### src/rtl/rr_arbiter_n.sv
// N-requester arbiter with registered one-hot grant: round-robin or fixed priority,
// a per-grant hold limit that forces rotation, and a lock that extends the current grant.
module rr_arbiter_n #(
    parameter int N        = 4,
    parameter int MODE     = 0,
    parameter int MAX_HOLD = 8
) (
    input  logic                 clk,
    input  logic                 reset,
    input  logic [N-1:0]         req,
    input  logic                 lock,
    output logic [N-1:0]         gnt,
    output logic                 gnt_valid,
    output logic [$clog2(N)-1:0] gnt_id
);

    localparam int IDW = $clog2(N);
    localparam int HCW = (MAX_HOLD > 1) ? $clog2(MAX_HOLD) : 1;
    localparam logic [HCW-1:0] HOLD_LAST = HCW'((MAX_HOLD > 0) ? MAX_HOLD - 1 : 0);
    localparam logic [N-1:0]   ONE_HOT0  = N'(1);
    localparam logic [0:0]     S_IDLE    = 1'b0;
    localparam logic [0:0]     S_GRANT   = 1'b1;

    logic [0:0]     state_q, state_d;
    logic [N-1:0]   gnt_q, gnt_d;
    logic [IDW-1:0] id_q, id_d;
    logic [IDW-1:0] ptr_q, ptr_d;
    logic [HCW-1:0] hold_q, hold_d;

    logic           owner_req;
    logic           others_pend;
    logic           hold_limit;
    logic           keep;
    logic [N-1:0]   mask;
    logic           win_found;
    logic [IDW-1:0] win_id;

    always_comb begin
        owner_req   = (state_q == S_GRANT) && req[id_q];
        others_pend = |(req & ~gnt_q);
        hold_limit  = (MAX_HOLD != 0) && (hold_q >= HOLD_LAST);
        keep        = owner_req && (lock || !hold_limit || !others_pend);
        // Only reached with owner_req set on a hold-limit rotation: the owner sits out.
        mask        = owner_req ? (req & ~gnt_q) : req;
    end

    always_comb begin
        int             j;
        logic [IDW-1:0] jj;
        win_found = 1'b0;
        win_id    = '0;
        j         = 0;
        jj        = '0;
        for (int k = 0; k < N; k++) begin
            if (MODE == 0) begin
                j = int'(ptr_q) + k;
                if (j >= N) j = j - N;
            end else begin
                j = k;
            end
            jj = IDW'(j);
            if (!win_found && mask[jj]) begin
                win_found = 1'b1;
                win_id    = jj;
            end
        end
    end

    always_comb begin
        state_d = state_q;
        gnt_d   = gnt_q;
        id_d    = id_q;
        ptr_d   = ptr_q;
        hold_d  = hold_q;
        if (keep) begin
            if (MAX_HOLD != 0 && hold_q < HOLD_LAST) hold_d = hold_q + 1'b1;
        end else if (win_found) begin
            state_d = S_GRANT;
            gnt_d   = ONE_HOT0 << win_id;
            id_d    = win_id;
            ptr_d   = (win_id == IDW'(N - 1)) ? '0 : win_id + 1'b1;
            hold_d  = '0;
        end else begin
            state_d = S_IDLE;
            gnt_d   = '0;
            id_d    = '0;
            hold_d  = '0;
        end
    end

    always_ff @(posedge clk or posedge reset) begin
        if (reset) begin
            state_q <= S_IDLE;
            gnt_q   <= '0;
            id_q    <= '0;
            ptr_q   <= '0;
            hold_q  <= '0;
        end else begin
            state_q <= state_d;
            gnt_q   <= gnt_d;
            id_q    <= id_d;
            ptr_q   <= ptr_d;
            hold_q  <= hold_d;
        end
    end

    assign gnt       = gnt_q;
    assign gnt_valid = |gnt_q;
    assign gnt_id    = id_q;

endmodule
### config.mk
export PLATFORM = sky130hd
export DESIGN_NAME = rr_arbiter_n
export DESIGN_NICKNAME = d
export VERILOG_FILES = /design/src/rtl/rr_arbiter_n.sv
export SDC_FILE = /design/constraint.sdc
export NUM_CORES = 1
export LEC_CHECK = 0
export ABC_AREA = 1
export ABC_CLOCK_PERIOD_IN_PS = 3800
export CAP_MARGIN = 20
export CELL_PAD_IN_SITES_DETAIL_PLACEMENT = 1
export CELL_PAD_IN_SITES_GLOBAL_PLACEMENT = 2
export CORE_MARGIN = 1
export CORE_UTILIZATION = 30
export CTS_BUF_LIST = sky130_fd_sc_hd__clkbuf_8
export CTS_CLUSTER_DIAMETER = 30
export DETAILED_ROUTE_END_ITERATION = 8
export PLACE_DENSITY_LB_ADDON = 0.15
export SLEW_MARGIN = 15
export SYNTH_ARGS = -nofsm -noshare
export SYNTH_HDL_FRONTEND = slang
export SYNTH_SLANG_ARGS = --single-unit
export TNS_END_PERCENT = 1
### constraint.sdc
create_clock -name clk -period 3.8 [get_ports clk]
set_input_delay 0.38 -clock clk [delete_from_list [all_inputs] [get_ports clk]]
set_output_delay 0.38 -clock clk [all_outputs]
set_load 0.02 [all_outputs]
==> results.toml <==
[sta]
period_minus_slack_ns = 2.43
tns_ns = 0
max_slew_margin_pct = 68.2
period_share_pct = 63.9
drv_slew = 0
final.setup_skew_ns = 0.00153
worstMarginPinSlew_ns = 0.477
grt_setup_unrepaired = "no"
finalHoldViolCount = 0
max_freq_mhz = 412
setup_viol = 0

[logic_synthesis]
postSynthAreaPerCell_sq_um = 7.32
synthCells = 144
synth-compound-area-share_pct = 5.58
synth_top_family_by_area = "simple AND/OR/NAND/NOR gates"
yosysTopAreaCell = "dfrtp_1"
yosys.area_share.xor_xnor_pct = 0.830
synthTopCellsByArea = "dfrtp_1 28%, nand2_1 10%, nand3_2 9.5%, nand3_1 9.0%, nand2_2 8.9%"
post_synth_mux_area_share_pct = 0
async_flop_share_pct = 100
synth-adder-area-share_pct = 7.12
ys_warn_count = 0
syn_nets = 157
synth_ff_type = "dfrtp_1"
synth_top_area_share_pct = 28.5
synth_edf_count = 0
syn_area_sq_um = 1050
synth-simple-area-share_pct = 47.4
synth-seq-area-share_pct = 28.5
synthDistinctLibCells = 22
ys_ff_latch = 12

[placement]
gp_congestion = 0.702
dp_hpwl_um = 2200
io_buffers = 13

[floorplan]
start_util_pct = 31.4
fp.dieArea_sq_um = 3760
die_h_um = 61.3
fp.dieW_um = 61.3
core_sq_um = 3360
io_pins = 14
rows = 21

[final_layout]
area_delta_synth_final_pct = 21.4
regArea_sq_um = 300
final_nets = 172
multi_input_area_sq_um = 643
nFillCells = 446
drive_above_1_share_pct = 25.3
n_antenna_cell = 0

[global_route]
grt_pass1_vias = 988
grt_pass1_wl_um = 4340
antenna_found_initial = 0
grt_max_degree = 18
grt_use_total_pct = 16.3
grt_overflow_total = 0

[detailed_routing]
wl_per_cell_um = 12.8
viasPerCell = 4.66
routed-via-count = 951
drt_iter0_drc = 25
drc = 0
postRouteAntennaNets = 0
drt-pass1-iter-count = 4
routed_wl_um = 2600

[flow_run]
maxCapViolations = 0

[clocking]
cts.sinks = 12
clock_latency_ns = 0.24
clk_path_buf_depth = 2
cts_tree = "done"
cts_root_buf = "clkbuf_8"
holdBufCountCts = 0
cts_resized = 0
path_clk_slew_ns = 0.05
post-cts-setup-buffers = 0
numCtsBuffers = 3
htree_num_levels = 1

[setup_path]
critPathRequiredTime_ns = 3.93
endpoint_kind = "flop"
worstPathArrival_ns = 2.56
worstSetupPathType = "primary input to flop"
crit_fanout = 6
critPathLaunchType = "primary input"

[min_path]
hold_path.class = "primary input to async pin"

[run_status]
status = "completed"
[kinds of logic after synthesis]
kind of cell / Yosys count
AND/OR/NAND/NOR: 86
AO/OA/AOI/OAI: 11
flip-flops: 12
adder cells (fa/ha/maj): 6
XOR/XNOR: 1
buffers and inverters: 28
[through the flow]
stage | setup WS [ns] | instance area (sq um) | util [%] | instances | hold WS (ns)
detailed placement | 1.11 | 1220 | 36.4 | 200 | 0.486
finish | 1.37 | 1280 | 38.1 | 204 | 0.454
global placement | 1.15 | 1220 | 36.4 | 200 | 0.469
global route | 1.16 | 1280 | 38.1 | 204 | 0.510
CTS | 1.35 | 1280 | 38.1 | 204 | 0.477
floorplan | 1.71 | 1050 | - | 144 | 0.245
[layout by cell type, fill, tap and decap left out, types with 2 or more instances in the layout]
master            n
inv_1            19
nor2_1            4
ha_1              6
a21oi_1           4
nand3_2          10
nand2_4           3
nand2_1          29
dfrtp_1          12
clkdlybuf4s50_1  13
o21ai_1           5
nand2_2          15
clkbuf_8          4
nand3_1          19
nand4_1           2
inv_2             6
[sequential cells by signal, summed over array words and instances (netlist names)]
| name | flops |
|---|---|
| gnt_id | 2 |
| state_q | 1 |
| gnt | 4 |
| ptr_q | 2 |
| hold_q | 3 |
[area by class of cell]
| cell class | instances | share of cell area, % |
|---|---|---|
| multi-input cells | 104 | 50.2 |
| repair buffers | 13 | 10.2 |
| inverters | 25 | 7.33 |
| clock buffers | 4 | 4.30 |
| flip-flops and latches | 12 | 23.5 |
| well taps | 46 | 4.50 |
[worst max-delay path, cell delays in order]
cell and delay, ns:
clkdlybuf4s50_1 0.50, inv_1 0.06, nand2_1 0.07, nand3_2 0.09
nand2_4 0.09, nand2_4 0.08, nand2_2 0.09, nand3_2 0.07
nand2_1 0.11, nand2_1 0.06, nand2_2 0.11, and2_1 0.16
nand3b_1 0.12, nand2_2 0.12, inv_2 0.04, ha_1 0.26
nand3_1 0.08, nand2_1 0.06
[final timing paths]
| check | startpoint | endpoint | slack (ns) | depth (start not counted) |
|---|---|---|---|---|
| worst max register to register | ptr_q[0]$_DFFE_PP0P_ | ptr_q[1]$_DFFE_PP0P_ | 1.58 | 11 |
| worst min register to register | hold_q[0]$_DFFE_PP0P_ | hold_q[0]$_DFFE_PP0P_ | 0.49 | 1 |
| worst min-delay path | reset | gnt[2]$_DFFE_PP0N_ | 0.45 | 2 |
| max in group asynchronous | reset | ptr_q[0]$_DFFE_PP0P_ | 3.02 | 2 |
| worst max-delay path | req[1] | ptr_q[1]$_DFFE_PP0P_ | 1.37 | 18 |
| min in group clk | hold_q[0]$_DFFE_PP0P_ | hold_q[0]$_DFFE_PP0P_ | 0.49 | 1 |
[synthesized netlist by cell type (all sizes together), types with 3 or more instances]
master,number
nor2,5
inv,25
nand4,3
o21ai,6
ha,6
buf,3
a21oi,4
dfrtp,12
nand2,47
nand3,29
[layer usage]
layer | vias to the layer above | global-route usage (%) | share of wire (%)
met2 | 13 | 30.7 | 51
met1 | 444 | 18.9 | 45
met3 | 5 | 1.26 | 2.0
met5 | - | 0 | 0
met4 | 0 | 6.82 | 1.8
li1 | 489 | - | -
Power is not shown: default switching activity piles up to over one toggle a cycle in this logic, so the estimate is an artifact.
